[src/rtl/arb_mux_pkg.sv]
// Shared definitions for the arbitrated multiplexer: arbitration mode codes
// and the channel-index width helper.
package arb_mux_pkg;

    localparam int ARB_RR    = 0;
    localparam int ARB_FIXED = 1;

    // Index width for n channels; a single channel still gets a 1-bit index.
    function automatic int sel_width(input int n);
        return (n <= 1) ? 1 : $clog2(n);
    endfunction

endpackage

[src/rtl/arb_mux_rr_arbiter.sv]
// Combinational arbiter: round-robin search starting at ptr_i, or fixed
// lowest-index-wins priority. Grant is one-hot and gated by en_i.
module rr_arbiter
    import arb_mux_pkg::*;
#(
    parameter int NCH      = 4,
    parameter int ARB_MODE = ARB_RR,
    localparam int SELW    = sel_width(NCH)
) (
    input  logic [NCH-1:0]  req_i,
    input  logic [SELW-1:0] ptr_i,
    input  logic            en_i,
    output logic [NCH-1:0]  grant_o,
    output logic [SELW-1:0] idx_o
);

    // Channel examined at search position k.
    function automatic logic [SELW-1:0] slot(input logic [SELW-1:0] ptr, input int k);
        int c;
        c = (ARB_MODE == ARB_FIXED) ? k : (int'(ptr) + k) % NCH;
        return SELW'(c);
    endfunction

    logic found;

    // NOTE: every output of this block gets a default before the search loop,
    // so no path leaves a value unassigned and no latch is inferred.
    always_comb begin
        grant_o = '0;
        idx_o   = '0;
        found   = 1'b0;
        for (int k = 0; k < NCH; k++) begin
            if (!found && req_i[slot(ptr_i, k)]) begin
                found                   = 1'b1;
                idx_o                   = slot(ptr_i, k);
                grant_o[slot(ptr_i, k)] = 1'b1;
            end
        end
        // The index still tracks the winner so the output stage can load it.
        if (!en_i) grant_o = '0;
    end

endmodule

[src/rtl/arb_mux.sv]
// N-channel arbitrated multiplexer with a registered output stage and
// valid/ready handshakes on every input channel and on the output.
module arb_mux
    import arb_mux_pkg::*;
#(
    parameter int WIDTH    = 32,
    parameter int NCH      = 4,
    parameter int ARB_MODE = ARB_RR,
    localparam int SELW    = sel_width(NCH)
) (
    input  logic                 clk,
    input  logic                 reset,
    input  logic [NCH-1:0]       in_valid,
    input  logic [NCH*WIDTH-1:0] in_data,
    output logic [NCH-1:0]       in_ready,
    output logic                 out_valid,
    output logic [WIDTH-1:0]     out_data,
    output logic [SELW-1:0]      out_sel,
    input  logic                 out_ready
);

    logic             out_valid_q, out_valid_d;
    logic [WIDTH-1:0] out_data_q,  out_data_d;
    logic [SELW-1:0]  out_sel_q,   out_sel_d;
    logic [SELW-1:0]  ptr_q,       ptr_d;

    logic             load;
    logic             any_valid;
    logic [NCH-1:0]   grant;
    logic [SELW-1:0]  g;
    logic [WIDTH-1:0] sel_data;

    // The output stage accepts a new word when empty or draining this cycle.
    assign load      = ~out_valid_q | out_ready;
    assign any_valid = |in_valid;

    rr_arbiter #(
        .NCH      (NCH),
        .ARB_MODE (ARB_MODE)
    ) u_arb (
        .req_i   (in_valid),
        .ptr_i   (ptr_q),
        .en_i    (load & ~reset),
        .grant_o (grant),
        .idx_o   (g)
    );

    assign in_ready = grant;

    always_comb begin
        sel_data = '0;
        for (int i = 0; i < NCH; i++) begin
            if (g == SELW'(i)) sel_data = in_data[i*WIDTH +: WIDTH];
        end
    end

    always_comb begin
        out_valid_d = out_valid_q;
        out_data_d  = out_data_q;
        out_sel_d   = out_sel_q;
        ptr_d       = ptr_q;
        if (load) begin
            out_valid_d = any_valid;
            if (any_valid) begin
                out_data_d = sel_data;
                out_sel_d  = g;
                // Pointer moves only on a real grant, to the channel after the winner.
                if (ARB_MODE == ARB_RR) begin
                    ptr_d = (g == SELW'(NCH - 1)) ? '0 : g + SELW'(1);
                end
            end
        end
    end

    // NOTE: state registers use non-blocking assignments so every flop samples
    // the pre-edge values; reset is synchronous and checked inside the edge.
    always_ff @(posedge clk) begin
        if (reset) begin
            out_valid_q <= 1'b0;
            out_data_q  <= '0;
            out_sel_q   <= '0;
            ptr_q       <= '0;
        end else begin
            out_valid_q <= out_valid_d;
            out_data_q  <= out_data_d;
            out_sel_q   <= out_sel_d;
            ptr_q       <= ptr_d;
        end
    end

    assign out_valid = out_valid_q;
    assign out_data  = out_data_q;
    assign out_sel   = out_sel_q;

endmodule
[config.mk]
export PLATFORM = sky130hd
export DESIGN_NAME = arb_mux
export DESIGN_NICKNAME = d
export VERILOG_FILES = /design/src/rtl/arb_mux_pkg.sv /design/src/rtl/arb_mux_rr_arbiter.sv /design/src/rtl/arb_mux.sv
export SDC_FILE = /design/constraint.sdc
export NUM_CORES = 1
export LEC_CHECK = 0
export ABC_AREA = 1
export BUFFER_PORTS_ARGS = -buffer_cell sky130_fd_sc_hd__buf_2
export CAP_MARGIN = 20
export CORE_MARGIN = 2
export CORE_UTILIZATION = 44
export CTS_CLUSTER_SIZE = 30
export DETAILED_ROUTE_END_ITERATION = 8
export GPL_TIMING_DRIVEN = 0
export HOLD_SLACK_MARGIN = 0.06
export PLACE_DENSITY_LB_ADDON = 0.25
export RECOVER_POWER = 25
export SYNTH_ARGS = -nofsm -noshare
export SYNTH_HDL_FRONTEND = slang
export SYNTH_SLANG_ARGS = --single-unit
[constraint.sdc]
create_clock -name clk -period 3.2 [get_ports clk]
set_input_delay 0.64 -clock clk [delete_from_list [all_inputs] [get_ports clk]]
set_output_delay 0.64 -clock clk [all_outputs]
set_load 0.005 [all_outputs]
==> reports/metrics.cfg <==
[synth]
synth-seq-area-share = 0.2648
yosys.area.top_type = dfxtp_1
synthesis.instances = 420
postSynthAreaPerCell_um2 = 6.661
netlist_area_um2 = 2798
ys_warn_count = 0
synth_area_leaders = dfxtp_1 (26%), nand2_1 (18%), a22oi_1 (8.9%)
mappedNetlistNets = 566
post_synth_num_cell_types = 30
synthDominantCellAreaShare = 0.2648
number_of_synthesized_register_bits = 37

[routing]
routed_wl_mm = 9.422
postRouteAntennaNets = 0
first_pass_iters = 5
drt_iter0_drc = 161
detail_route.wl_per_cell_um = 13.92
via_count = 3533
remaining_drc_errors = 0
number_of_vias_per_cell = 5.219

[clocking]
tritoncts_num_sinks = 37
maximum_clock_insertion_buffer_count = 2
clock_tree_from_tritoncts = yes
clock_latency_ns = 0.29
clkTransAtPathRegs_ns = 0.09
cts-hold-fix-buffers = 0
cts_inserted_buffers = 5
cts_root_buffer = clkbuf_8
cts-htree-levels = 2

[timing]
report.final.slew_viol_count = 0
achievable-frequency_ghz = 0.3357
setup_viol = 0
final_period_minus_worst_setup_slack_ns = 2.978
timing.slew.headroom = 0.6582
timing.final.hold_violations = 0
unrepaired_setup_endpoints_after_global_routing = no
timing.clock.skew_ns = 0.01683
final_critical_path_setup_slack_ns = 0.2216
timing_worst_slew_pin_value_ns = 0.5128
finalCritPeriodShare = 0.9308

[placed_design]
finalWeightedCongestion = 0.8900
detailed_place_hpwl_mm = 7.303
port_bufs = 172
post-place-ws_ns = -0.1102
place_inst = 669

[die]
design.core.area_um2 = 6241
fp.dieH_um = 83.74
core.rowCount = 29
die_width_um = 83.74
design.die.area_um2 = 7012
design.portCount = 174
initial_utilization = 0.4483

[global_route]
grt_remaining_overflow = 0
number_of_global_route_vias_before_repair = 3410
grt_start_max_net_pins = 13
grt_first_pass_wirelength_mm = 15.37
number_of_antenna_violations_at_the_first_check_in_global_routing = 0
groute.usage.overall = 0.2648

[worst_setup_path]
critical_path_buf_inv_count = 5
worstPathArrival_ns = 3.20
cells_on_worst_reg2reg_path = 17
timing.critical_path.from_type = register
critical_path.top_delay_family = buffers and inverters
crit_type = reg -> reg
worst_ep_required_time_ns = 3.42
rr_startpoint = ptr_q[0]
critical_path.cell_chain = inv_2, ha_1, inv_1, nand3_1, nand2_2, nor2_8, nand2_4, clkinv_2, nand2_2, nand2_1, inv_1, ha_2, buf_2, a22oi_1, o21ai_0, nand2_1, a31oi_1
critical_path.max_stage_delay_ns = 0.42
worstPathMaxFanout = 11
setup_slack_on_the_worst_flop_to_flop_path_ns = 0.22
worst_setup_path_end_kind = register
cpMaxStageDelayCell = dfxtp_2
regToRegEndpoint = out_data[23]

[flow_run]
drv_cap = 0

[power]
power.share.combinational = 0.723
power.static_leakage_nw = 1.906
power.switching_fraction = 0.5098
p_switching_w = 0.002045
power_per_cell_area_nw_per_um2 = 1032
proportion_of_power_drawn_by_the_clock_network = 0.108
power.sequential.fraction = 0.169
internal_power_w = 0.001966
power.ir.vdd_worst_uv = 682.5

[final_layout]
final-seq-area_um2 = 745.7
layout.cells.most_common_list = buf_2 (173), nand2_1 (135), nand3_1 (47), dfxtp_1 (35), a22oi_1 (33)
area_of_the_multi_input_gates_um2 = 1810
syn2layout_area_growth_pct = 38.91
layout-drive-gt1-share = 0.3783
diodes = 0
fill_cells = 630
final_cell_count_no_fill = 677
nNetsFinal = 745
mostFrequentLayoutCell = buf_2

[worst_hold_path]
min_to = out_data[19]
hold_path_depth = 2
hp-class = reg -> reg
min-delay-start = out_data[19]

[status]
outcome = complete, no violations

[synthesized netlist by cell type]
cell type  count
nand4_2        1
inv_2          7
o21ai_0       16
buf_4          6
nand2_4        3
buf_6          1
nor2_2         3
nand2_2        8
nor2_1         4
nand2_1      135
nand3_4        2
a22oi_1       33
nand3_1       47
buf_1          5
o21ai_1       18
inv_1         16
ha_1          11
a21oi_2        3
o211ai_1       1
nor2_4         2
o21ai_4        1
a31oi_1       32
buf_2         10
clkinv_2       1
nor2_8         1
a21oi_1        4
nand2_8        1
a21boi_0       1
dfxtp_1       37
clkbuf_1      10
[metal layers]
| layer | global-route usage | part of all wire |
|---|---|---|
| met5 | 0 | 0 |
| met4 | 0.06891 | 0.0065 |
| met3 | 0.05045 | 0.069 |
| met2 | 0.4793 | 0.51 |
| met1 | 0.3203 | 0.41 |
[what timing repair did]
item / in CTS / in global routing
buffers inserted: 0 / 1
endpoints found under the setup margin: 30 / 34
cloned: 0 / 0
pin swaps: 0 / 1
resized for setup: 2 / 6
[cell families (layout without fill, tap and decap cells)]
family                   Yosys count  count (layout)  synth area share
adder cells (fa/ha/maj)           11              11           0.04919
AO/OA/AOI/OAI                    109             109            0.2487
flip-flops                        37              37            0.2648
buffers and inverters             56             236           0.09079
AND/OR/NAND/NOR                  207             207            0.3466
[layout make-up]
cell class                 count  share of cell area
multi-input combinational    327              0.4659
timing repair buffer         173              0.2205
sequential                    37              0.1919
buffer                        31             0.04250
tap                           77             0.02479
inverter                      24             0.02350
clock buffer                   6             0.02125
clock inverter                 2            0.009659
[worst register-to-register path, stage by stage, from the launching register on]
cell and delay (ns):
dfxtp_2 0.42, inv_2 0.13, ha_1 0.37, inv_1 0.16, nand3_1 0.11, nand2_2 0.13, nor2_8 0.04, nand2_4 0.07
clkinv_2 0.08, nand2_2 0.08, nand2_1 0.10, inv_1 0.10, ha_2 0.29, buf_2 0.27, a22oi_1 0.11, o21ai_0 0.24
nand2_1 0.09, a31oi_1 0.12
[worst max path at each step]
| stage | start | slack [ns] | depth (start not counted) | to |
|---|---|---|---|---|
| after global routing | ptr_q[0] | 0.0005 | 18 | out_data[17] |
| after global placement | ptr_q[1] | -0.08 | 19 | out_data[6] |
| final | ptr_q[0] | 0.22 | 17 | out_data[23] |
| after detailed placement | ptr_q[1] | -0.11 | 19 | out_data[29] |
| after CTS | ptr_q[0] | 0.06 | 17 | out_data[23] |
| after floorplan | ptr_q[1] | 0.52 | 19 | out_data[15] |
[registers in the layout, indices dropped and copies added (netlist names)]
name and flops:
out_valid 1, out_sel 2, ptr_q 2, out_data 32
[power by group through the flow]
stage                     combinational [W]  clock [W]  sequential, W
after CTS                           0.00284   0.000433       0.000674
after detailed placement            0.00282          0       0.000679
after floorplan                     0.00207          0       0.000682
after global placement              0.00274          0       0.000682
after global routing                0.00327   0.000458       0.000693
final                               0.00290   0.000432       0.000679
[stage by stage]
stage	utilization	hold WS, ns	area, µm²	power (W)	setup TNS [ns]
floorplan	-	0.4798	2798	0.002755	0
global placement	0.6016	0.4706	3755	0.003424	-0.7862
detailed placement	0.6016	0.4754	3755	0.003500	-1.659
CTS	0.6213	0.4910	3877	0.003950	0
global route	0.6227	0.5131	3886	0.004417	0
finish	0.6227	0.4891	3886	0.004011	0
Power figures use the tool's default switching activity.
